<file path="src/rtl/hazard_sched_pkg.sv">
// hazard_sched_pkg: shared types and constants for the pipeline sequencing controller
package hazard_sched_pkg;

    localparam int REG_ADDR_W = 5;
    localparam logic [REG_ADDR_W-1:0] X0 = 5'd0;

    typedef enum logic [1:0] {INIT, RUN, MEM_WAIT, ERR} state_e;

    typedef struct packed {
        logic en;
        logic clr;
    } stage_ctrl_t;

    function automatic stage_ctrl_t sc(input logic e, input logic c);
        return '{en: e, clr: c};
    endfunction

endpackage

</file>
<file path="src/rtl/hazard_sched_sat_counter.sv">
// sat_counter: counter that increments on inc and holds at all-ones
module sat_counter #(
    parameter int W = 16
) (
    input  logic         clk,
    input  logic         rst_n,
    input  logic         inc,
    output logic [W-1:0] cnt
);

    // count up until every bit is set, then hold
    always_ff @(posedge clk or negedge rst_n)
        if (!rst_n) cnt <= '0;
        else if (inc && !(&cnt)) cnt <= cnt + 1'b1;

endmodule

</file>
<file path="src/rtl/hazard_sched.sv">
// hazard_sched: stall/flush sequencing for the 5-stage RV32I pipeline
module hazard_sched
    import hazard_sched_pkg::*;
#(
    parameter int FLUSH_CYC = 2,
    parameter int MAX_WAIT  = 15,
    parameter int CNT_W     = 16
) (
    input  logic                  clk,
    input  logic                  rst_n,
    input  logic [REG_ADDR_W-1:0] id_rs1,
    input  logic [REG_ADDR_W-1:0] id_rs2,
    input  logic                  id_use_rs1,
    input  logic                  id_use_rs2,
    input  logic [REG_ADDR_W-1:0] ex_rd,
    input  logic                  ex_is_load,
    input  logic                  ex_redirect,
    input  logic                  mem_req,
    input  logic                  mem_ready,
    output logic                  pc_en,
    output logic                  ifid_en,
    output logic                  idex_en,
    output logic                  exmem_en,
    output logic                  memwb_en,
    output logic                  ifid_clr,
    output logic                  idex_clr,
    output logic                  exmem_clr,
    output logic                  memwb_clr,
    output logic                  timeout_err,
    output logic [CNT_W-1:0]      stall_cnt
);

    state_e      state, state_nxt;
    logic [3:0]  flush_cnt;
    logic [7:0]  wait_cnt, wait_nxt;
    stage_ctrl_t ifid, idex, exmem, memwb;
    logic        mem_stall, load_use, hold, go_err, flush_done, stall_inc;

    assign mem_stall  = mem_req & ~mem_ready;
    assign load_use   = ex_is_load & (ex_rd != X0) &
                        ((id_use_rs1 & (id_rs1 == ex_rd)) | (id_use_rs2 & (id_rs2 == ex_rd)));
    // a pending memory access freezes everything upstream of WB; it outranks redirect and load-use
    assign hold       = (state == RUN & mem_stall) | (state == MEM_WAIT & ~mem_ready);
    assign wait_nxt   = (state == RUN) ? 8'd1 : wait_cnt + 8'd1;
    assign go_err     = wait_nxt == 8'(MAX_WAIT);
    assign flush_done = flush_cnt == 4'(FLUSH_CYC - 1);
    assign stall_inc  = (state == RUN | state == MEM_WAIT) & ~pc_en;

    // state, flush/wait counters and the sticky timeout flag
    always_ff @(posedge clk or negedge rst_n)
        if (!rst_n) begin
            state       <= INIT;
            flush_cnt   <= '0;
            wait_cnt    <= '0;
            timeout_err <= 1'b0;
        end else begin
            state       <= state_nxt;
            flush_cnt   <= (state == INIT && !flush_done) ? flush_cnt + 4'd1 : flush_cnt;
            wait_cnt    <= hold ? wait_nxt : '0;
            timeout_err <= state_nxt == ERR;
        end

    // next state: flush after reset, track mem waits, trap on timeout
    always_comb begin
        state_nxt = state;
        case (state)
            INIT:          state_nxt = flush_done ? RUN : INIT;
            RUN, MEM_WAIT: state_nxt = hold ? (go_err ? ERR : MEM_WAIT) : RUN;
            default:       state_nxt = ERR;
        endcase
    end

    // Mealy stage controls: freeze, redirect kill, load-use bubble, or free run
    always_comb begin
        if (state == INIT) begin
            pc_en = 1'b0; ifid = sc(0, 1); idex = sc(0, 1); exmem = sc(0, 1); memwb = sc(0, 1);
        end else if (state == ERR) begin
            pc_en = 1'b0; ifid = sc(0, 0); idex = sc(0, 0); exmem = sc(0, 0); memwb = sc(0, 0);
        end else if (hold) begin
            pc_en = 1'b0; ifid = sc(0, 0); idex = sc(0, 0); exmem = sc(0, 0); memwb = sc(1, 1);
        end else if (ex_redirect) begin
            pc_en = 1'b1; ifid = sc(1, 1); idex = sc(1, 1); exmem = sc(1, 0); memwb = sc(1, 0);
        end else if (load_use) begin
            pc_en = 1'b0; ifid = sc(0, 0); idex = sc(1, 1); exmem = sc(1, 0); memwb = sc(1, 0);
        end else begin
            pc_en = 1'b1; ifid = sc(1, 0); idex = sc(1, 0); exmem = sc(1, 0); memwb = sc(1, 0);
        end
    end

    assign ifid_en   = ifid.en;
    assign idex_en   = idex.en;
    assign exmem_en  = exmem.en;
    assign memwb_en  = memwb.en;
    assign ifid_clr  = ifid.clr;
    assign idex_clr  = idex.clr;
    assign exmem_clr = exmem.clr;
    assign memwb_clr = memwb.clr;

    sat_counter #(.W(CNT_W)) u_stall (
        .clk   (clk),
        .rst_n (rst_n),
        .inc   (stall_inc),
        .cnt   (stall_cnt)
    );

endmodule

</file>
<file path="config.mk">
export PLATFORM = sky130hd
export DESIGN_NAME = hazard_sched
export DESIGN_NICKNAME = d
export VERILOG_FILES = /design/src/rtl/hazard_sched_pkg.sv /design/src/rtl/hazard_sched_sat_counter.sv /design/src/rtl/hazard_sched.sv
export SDC_FILE = /design/constraint.sdc
export NUM_CORES = 1
export LEC_CHECK = 0
export CORE_MARGIN = 2
export CORE_UTILIZATION = 25
export CTS_CLUSTER_DIAMETER = 150
export DETAILED_ROUTE_END_ITERATION = 16
export PLACE_DENSITY = 0.51
export SLEW_MARGIN = 20
export SYNTH_ARGS = -nofsm -noshare
export SYNTH_HDL_FRONTEND = slang
export SYNTH_SLANG_ARGS = --single-unit
export TNS_END_PERCENT = 10
</file>
<file path="constraint.sdc">
create_clock -name clk -period 4.1 [get_ports clk]
set_clock_uncertainty 0.2 [all_clocks]
set_input_delay 0.82 -clock clk [delete_from_list [all_inputs] [get_ports clk]]
set_output_delay 0.82 -clock clk [all_outputs]
set_load 0.05 [all_outputs]
</file>
Word level (Yosys, flattened, before mapping)

Cells that the tools add are included.

Latch bits: 0
Memories kept: 0
Input port bits: 23
Logic and storage cells: 64
Memory bits (writable): 0
Bits in read-only memories: 0
Register bits after elaboration: 31
Output and inout bits: 26

Multipliers: 0
Reductions and logical operators: 8
Muxes and demuxes: 27
Shift operators: 0
Bitwise logic cells: 13
Divide/modulo/power cells: 0
$lt $le $gt $ge: 0
Eq/ne operators: 8
$add $sub $neg: 3

Operators with widths:

| operator                                                         | count |
|---|---|
| 2-bit 2-to-1 mux                                                 | 14 |
| 16-bit by 1-bit adder with 16-bit output (second input constant) | 1 |
| 8-bit 2-to-1 mux                                                 | 2 |
| 16-bit AND reduction                                             | 1 |
| 5-bit == test                                                    | 2 |
| 1-bit 2-to-1 mux                                                 | 10 |
| 8-bit by 1-bit adder with 8-bit output (second input constant)   | 1 |
| 1-bit bitwise AND                                                | 8 |
| 8-bit by 4-bit == test with 1-bit output (second input constant) | 1 |
| 2-bit == test (second input constant)                            | 3 |
| 5-bit nonzero test                                               | 1 |
| 4-bit by 1-bit adder with 4-bit output (second input constant)   | 1 |
| 4-bit by 1-bit == test with 1-bit output (second input constant) | 1 |
| 2-bit case mux with 2 select lines                               | 1 |
| 1-bit OR                                                         | 3 |
| 2-bit by 1-bit == test with 1-bit output (second input constant) | 1 |
| 1-bit logical AND                                                | 2 |
| 1-bit zero test                                                  | 2 |
| 2-bit zero test                                                  | 1 |
| 1-bit NOT                                                        | 2 |
| 2-bit OR reduction                                               | 1 |

Longest topological paths before layout

Gate-level depths: netlist (run 1).

Word-level depth: 12
Gate-level depth with buffers: 9
Depth with buffers taken out: 8

Modules after synthesis

From an unflattened synthesis (run 1), not the netlist that was laid out.

Cell total of the unflattened synthesis: 191
Area, all modules: 1945.6 um^2

By module, submodules not included:

| module       | sequential area each (um^2) | cells each | times used | area each (um^2) |
|---|---|---|---|---|
| hazard_sched | 375.4                       | 116        | 1          | 1104.8 |
| sat_counter  | 400.4                       | 75         | 1          | 840.8 |

Worst setup path before layout (run 1)

Ideal clock, no wire load.

Kind: input to output
From: input port ex_rd[1]
To: output port pc_en
Stages on the path: 5
Slack: -0.056 ns
Arrival time: 3.136 ns
Cell sequence: or4_1 -> o21ai_2 -> nor2_2 -> a21boi_0 -> buf_4

Cells in the longest elaborated chain, start to end: 9

Ends and longest elaborated chain:

| what                | RTL line           | source |
|---|---|---|
| start, declared     | hazard_sched.sv:15 | `input logic [REG_ADDR_W-1:0] ex_rd,` |
| 5-bit == test       | hazard_sched.sv:41 | `((id_use_rs1 & (id_rs1 == ex_rd)) \| (id_use_rs2 & (id_rs2 == ex_rd)));` |
| 1-bit bitwise AND   | hazard_sched.sv:41 |  |
| 1-bit OR            | hazard_sched.sv:41 |  |
| 1-bit bitwise AND * | hazard_sched.sv:40 | `assign load_use = ex_is_load & (ex_rd != X0) &` |
| 1-bit 2-to-1 mux *  | hazard_sched.sv:83 | `end else if (load_use) begin` |
| 1-bit 2-to-1 mux *  | hazard_sched.sv:81 | `end else if (ex_redirect) begin` |
| 1-bit 2-to-1 mux *  | hazard_sched.sv:79 | `end else if (hold) begin` |
| 1-bit 2-to-1 mux *  | hazard_sched.sv:77 | `end else if (state == ERR) begin` |
| 1-bit 2-to-1 mux *  | hazard_sched.sv:75 | `if (state == INIT) begin` |
| end, declared       | hazard_sched.sv:20 | `output logic pc_en,` |

Every way passes the cells marked *; elsewhere a longest branch is shown, timed or not.

Worst setup path in the final report (run 1)

Ends and elaborated chain as after synthesis.

==> results.cfg, run 1 <==
[die]
dieHeight_um = 86.81
initial_core_util = 0.2551
rows = 30
dieArea_um2 = 7535
core_area_um2 = 6719
die_w_um = 86.81
ios = 49

[yosys]
synth_top_flop_cell = dfrtp_1
avgSynthCellArea_um2 = 10.14
ys_ff_latch = 31
ys_warn_count = 0
synth.area.top_cells = dfrtp_1 (45%), xnor2_1 (15%), ha_1 (5.8%)
yosys.area.top_type = dfrtp_1
synth_cell_type_count = 35
yosysTopAreaCellShare = 0.4526
async_flop_share = 1.000
synth_edf_count = 0
synth_area_um2 = 1714
syn_nets = 200
synth_cells = 169
seq_area_frac_synth = 0.4526

[drt]
post_drt_wl_per_cell_um = 12.63
drtIter0Drc = 30
route.detailed.drc = 0
drtAntennaViolNets = 0
vias_per_cell = 4.452
firstDrtPassIters = 4
vias = 1349
wl_um = 3826

[clock_tree]
cts_sinks = 31
cts_buffers = 5
root_buffer = clkbuf_8
clockBufferDepth = 2
cts_hold_buf = 0
clkSlewWorstSetupHoldPaths_ns = 0.07
cts_max_level = 2
cts_resized = 0
cts_tree = yes
clock_latency_ns = 0.28
postCtsSetupRepairBufs = 0

[setup_path]
setup.worst_path.start = ex_rd[1]
cp_slowest_stage_delay_ns = 0.56
critPathLaunchType = input port
worstPathRequired_ns = 3.08
crit_chain = clkdlybuf4s50_1 > or4_1 > o21ai_2 > nor2_2 > a21boi_1 > buf_12
rr_startpoint = state[0]
slowest_stage = or4_1
criticalPathCategory = in -> out
worstPathMaxFanout = 3
critPathArrivalTime_ns = 2.68
end_kind = output pin

[final_layout]
multi_input_area_um2 = 882.1
seqCellArea_um2 = 775.7
n_fill_cell = 672
drive_above_1_share = 0.08520
area_delta_synth_final_pct = 38.83
final_core_util = 0.3542
final_cells = 303
n_antenna_cell = 0
nets = 253

[sta]
rsz0062_at_grt = false
max_freq_mhz = 270.5
finalCriticalPeriod_ns = 3.696
setup_viol = 0
fin_setup_tns_ns = 0
period_share = 0.9016
tightest_slew_ns = 0.5359
finalHoldViolations = 0
maxSlewViolCount = 0
max-slew-margin-rel = 0.6416

[min_path]
hold_path_class = reg -> reg
min_from = flush_cnt[3]

[global_routing]
grt_usage = 0.1085
grt_pass1_vias = 1321
grt-ovfl-total = 0
grt_pass1_wl_um = 6306
antenna_found_initial = 0
grt_max_degree = 32

[placed_design]
dp.cells = 295
dp_hpwl_um = 2947
port_buffers = 48
place.gp.congestion = 0.7391

[run]
maxCapViolCount = 0

[pwr]
powerDensity_nw_per_um2 = 246.1
vdd_drop_max_v = 0.00008955
power_mw = 0.5855
p_leak_nw = 0.9553

[status]
status = complete, no violations
cells in the final DEF, fill, tap and decap left out, drive strengths merged, types with 2 or more instances in the layout:
cell,count
clkdlybuf4s50,44
dfrtp,31
xnor2,29
nand2,14
nor2,13
nand4,10
nand3,10
inv,8
ha,8
o21ai,6
a21oi,5
and3,5
clkbuf,5
buf,5
xor2,4
nand2b,3
o22ai,2
and4,2
clkinvlp,2
a31o,2
final cells by class:
type	instances	share of cell area
Multi-Input combinational cell	127	0.3707
Sequential cell	31	0.3260
Timing Repair Buffer	49	0.2114
Tap cell	80	0.04206
Clock buffer	5	0.02892
Inverter	8	0.01262
Clock inverter	3	0.008412
cells by family (layout without fill, tap and decap cells):
family                     Yosys count  count (layout)  synth area share
and+or+nand+nor                     63              63            0.1905
buffers and inverters               11              65           0.03284
adders and majority gates            8               8           0.05840
xor gates and xnor gates            33              33            0.1686
AOI/OAI and AO/OA                   22              22           0.09052
muxes                                1               1          0.006569
DFF                                 31              31            0.4526
per-layer routing:
| metal | vias up | routed length, um | GRT usage |
|---|---|---|---|
| li1 | 692 | - | - |
| met1 | 612 | 1759 | 0.1418 |
| met2 | 39 | 1729 | 0.1631 |
| met3 | 6 | 269 | 0.03905 |
| met4 | 0 | 68 | 0.04261 |
| met5 | - | 0 | 0 |
critical path: cells and delay by family:
family	cells	cell delay (ns)
buffers and inverters	2	0.66
AND/OR/NAND/NOR	2	0.63
AO/OA/AOI/OAI	2	0.57
path summary, 6_finish.rpt:
path,end,slack [ns],cells past startpoint
hold / removal,flush_cnt[3],0.28,1
min in group asynchronous,u_stall.cnt[3],0.74,2
hold reg to reg,flush_cnt[3],0.28,1
max in group asynchronous,wait_cnt[0],2.66,2
setup / recovery,pc_en,0.40,6
setup reg to reg,u_stall.cnt[1],1.79,7
state kept, by name, summed over array words and instances (netlist names):
| name | flops |
|---|---|
| state | 2 |
| u_stall.cnt | 16 |
| wait_cnt | 8 |
| flush_cnt | 4 |
| timeout_err | 1 |
metrics by stage:
step	setup slack (ns)	instance area [um2]	hold slack [ns]
final	0.4036	2380	0.2777
after global routing	0.3127	2380	0.3216
after CTS	0.3877	2380	0.2767
after detailed placement	0.4034	2291	0.2602
after global placement	0.4051	2291	0.2654
after floorplan	0.3742	1714	0.2372
cells in the mapped netlist, types with 2 or more instances:
cell type,instances
dfrtp_1,31
nand2b_1,3
nand4_1,10
inv_1,8
xor2_1,4
and4_1,2
nor2_1,12
xnor2_1,29
buf_4,2
ha_1,8
and3_1,5
a21oi_1,5
o22ai_1,2
nand3_1,10
nand2_1,14
o21ai_0,5
power breakdown:
part           leakage (nW)  switching, mW  internal [mW]  total (mW)
Combinational         0.503         0.0174         0.0269      0.0444
Sequential            0.412              0          0.306       0.306
Clock                0.0402          0.118          0.118       0.235
Total                 0.955          0.135          0.451       0.586
Note: power is estimated with default switching activity, not from simulation.
==> run 2, diff against run 1 <==
- REMOVE_ABC_BUFFERS: default -> 1
==> run 2 against run 1 <==
  * Clock-buffer cell count increased by 2
  * Cell count increased by 0.33%
  * Global-route usage increased by 0.48 points
  * Die area unchanged
  * Non-clock buffer count increased by 1
  * Worst hold slack got worse by 0.0091 ns
  * Maximum frequency increased by 0.56%
  * Combinational power about the same
  * Largest cell class unchanged
==> results.cfg, run 2 (synthesis gave the netlist of run 1 again) <==
[global_routing]
grt_max_degree = 32
grt_usage = 0.1133
antenna_found_initial = 0
grt_pass1_wl_um = 6699
grt_pass1_vias = 1374
grt-ovfl-total = 0

[placed_design]
dp_hpwl_um = 3051
place_area_um2 = 2301
port_buffers = 48
place.gp.congestion = 0.7295

[final_layout]
drive_above_1_share = 0.08482
fin_area_um2 = 2405
area_delta_synth_final_pct = 40.29
nets = 254
largest_register_ffs = 16
n_fill_cell = 673
regMostFlops = u_stall.cnt
reg_top3 = u_stall.cnt x16, wait_cnt x8, flush_cnt x4
final_common_cell = clkdlybuf4s50_1
final_cell_mix = clkdlybuf4s50_1 (45), dfrtp_1 (31), xnor2_1 (29), nand2_1 (14), nor2_1 (12)
n_antenna_cell = 0

[drt]
firstDrtPassIters = 4
vias_per_cell = 4.533
drtIter0Drc = 47
post_drt_wl_per_cell_um = 12.98
vias = 1378
drtAntennaViolNets = 0
wl_um = 3945
route.detailed.drc = 0

[pwr]
switchingPower_mw = 0.1290
combPwrFrac = 0.072
p_leak_nw = 0.9678
vdd_drop_max_v = 0.0001500
power.internal_mw = 0.4853
swShare = 0.2100
powerDensity_nw_per_um2 = 255.4
seq_power_share = 0.498
clkPwrFrac = 0.430

[clock_tree]
cts_buffers = 5
clockBufferDepth = 2
cts_hold_buf = 0
cts_sinks = 31
clock_latency_ns = 0.28
root_buffer = clkbuf_8
clkSlewWorstSetupHoldPaths_ns = 0.06
cts_max_level = 2
cts_tree = yes
postCtsSetupRepairBufs = 0
cts_resized = 0

[setup_path]
worst_r2r_path_depth = 7
rr_startpoint = state[0]
r2r-end = u_stall.cnt[1]
critPathArrivalTime_ns = 2.66
worstPathRequired_ns = 3.08
end_kind = output pin
worstPathMaxFanout = 4
critPathLaunchType = input port
rrSetupSlack_ns = 1.79
criticalPathCategory = in -> out

[min_path]
hold_end = flush_cnt[3]
holdPathStages = 1
min_from = flush_cnt[3]
hold_path_class = reg -> reg

[sta]
setup_viol = 0
finalCriticalPeriod_ns = 3.676
fin_setup_tns_ns = 0
max_freq_mhz = 272.0
period_share = 0.8966
max-slew-margin-rel = 0.6576
rsz0062_at_grt = false
tightest_slew_ns = 0.5120
finalHoldViolations = 0
maxSlewViolCount = 0

[die]
die_w_um = 86.81
dieArea_um2 = 7535
core_area_um2 = 6719
dieHeight_um = 86.81
initial_core_util = 0.2551
rows = 30
ios = 49

[run]
maxCapViolCount = 0

[status]
status = complete, no violations
run 2: cell types whose count changed in the layout (fill, tap and decap cells not counted):
cell	change
a21boi_0	+1
a21boi_1	-1
clkbuf_8	+2
clkdlybuf4s50_1	+1
clkinv_2	-1
clkinvlp_4	-1
run 2: final cells by class:
class / count / area [um2] / area share
well taps: 80 / 100.1 / 0.04162
inverters: 8 / 30.03 / 0.01249
repair buffers: 50 / 513.0 / 0.2133
flip-flops and latches: 31 / 775.7 / 0.3226
clock inverters: 1 / 7.507 / 0.003122
multi-input cells: 127 / 882.1 / 0.3668
clock buffers: 7 / 96.34 / 0.04006
run 2: per-layer routing:
layer,wire (um),track usage
met2,1854,0.1742
met5,0,0
met3,151,0.03714
met4,63,0.03693
met1,1874,0.1500
run 2: worst max-delay path by stage:
stage / from / end / cells after the start
final: mem_req / memwb_clr / 5
after global routing: mem_req / memwb_clr / 5
after CTS: mem_req / memwb_clr / 5
after detailed placement: mem_req / memwb_clr / 5
after global placement: mem_req / memwb_clr / 5
after floorplan: mem_req / ifid_en / 3
run 2: through the flow:
stage	cells	hold WS, ns	setup slack (ns)	utilization	power, mW
6_report	304	0.2687	0.4240	0.3579	0.6143
5_1_grt	304	0.3221	0.3354	0.3579	0.6433
4_1_cts	304	0.2748	0.4200	0.3579	0.6240
3_5_place_dp	296	0.2540	0.4200	0.3425	0.3562
3_3_place_gp	296	0.2559	0.4369	0.3425	0.3565
2_1_floorplan	166	0.2372	-0.9188	-	0.3235
run 2: power groups by stage:
stage / Sequential, mW / Combinational, mW / Clock (mW)
2_1_floorplan: 0.312 / 0.0118 / 0
3_3_place_gp: 0.312 / 0.0449 / 0
3_5_place_dp: 0.312 / 0.0447 / 0
4_1_cts: 0.306 / 0.0450 / 0.273
5_1_grt: 0.305 / 0.0488 / 0.289
6_report: 0.306 / 0.0441 / 0.264
run 2: worst max-delay path, stage by stage:
cell and delay, ns:
clkdlybuf4s50_1 0.46, a21oi_1 0.09, or2_2 0.32, o21ai_0 0.15
clkdlybuf4s50_1 0.82
==> run 3, diff against run 2 <==
- TNS_END_PERCENT: 10 -> default
==> results of run 3 <==
Same layout as run 2: the final DEF is identical, and so are final timing and power.
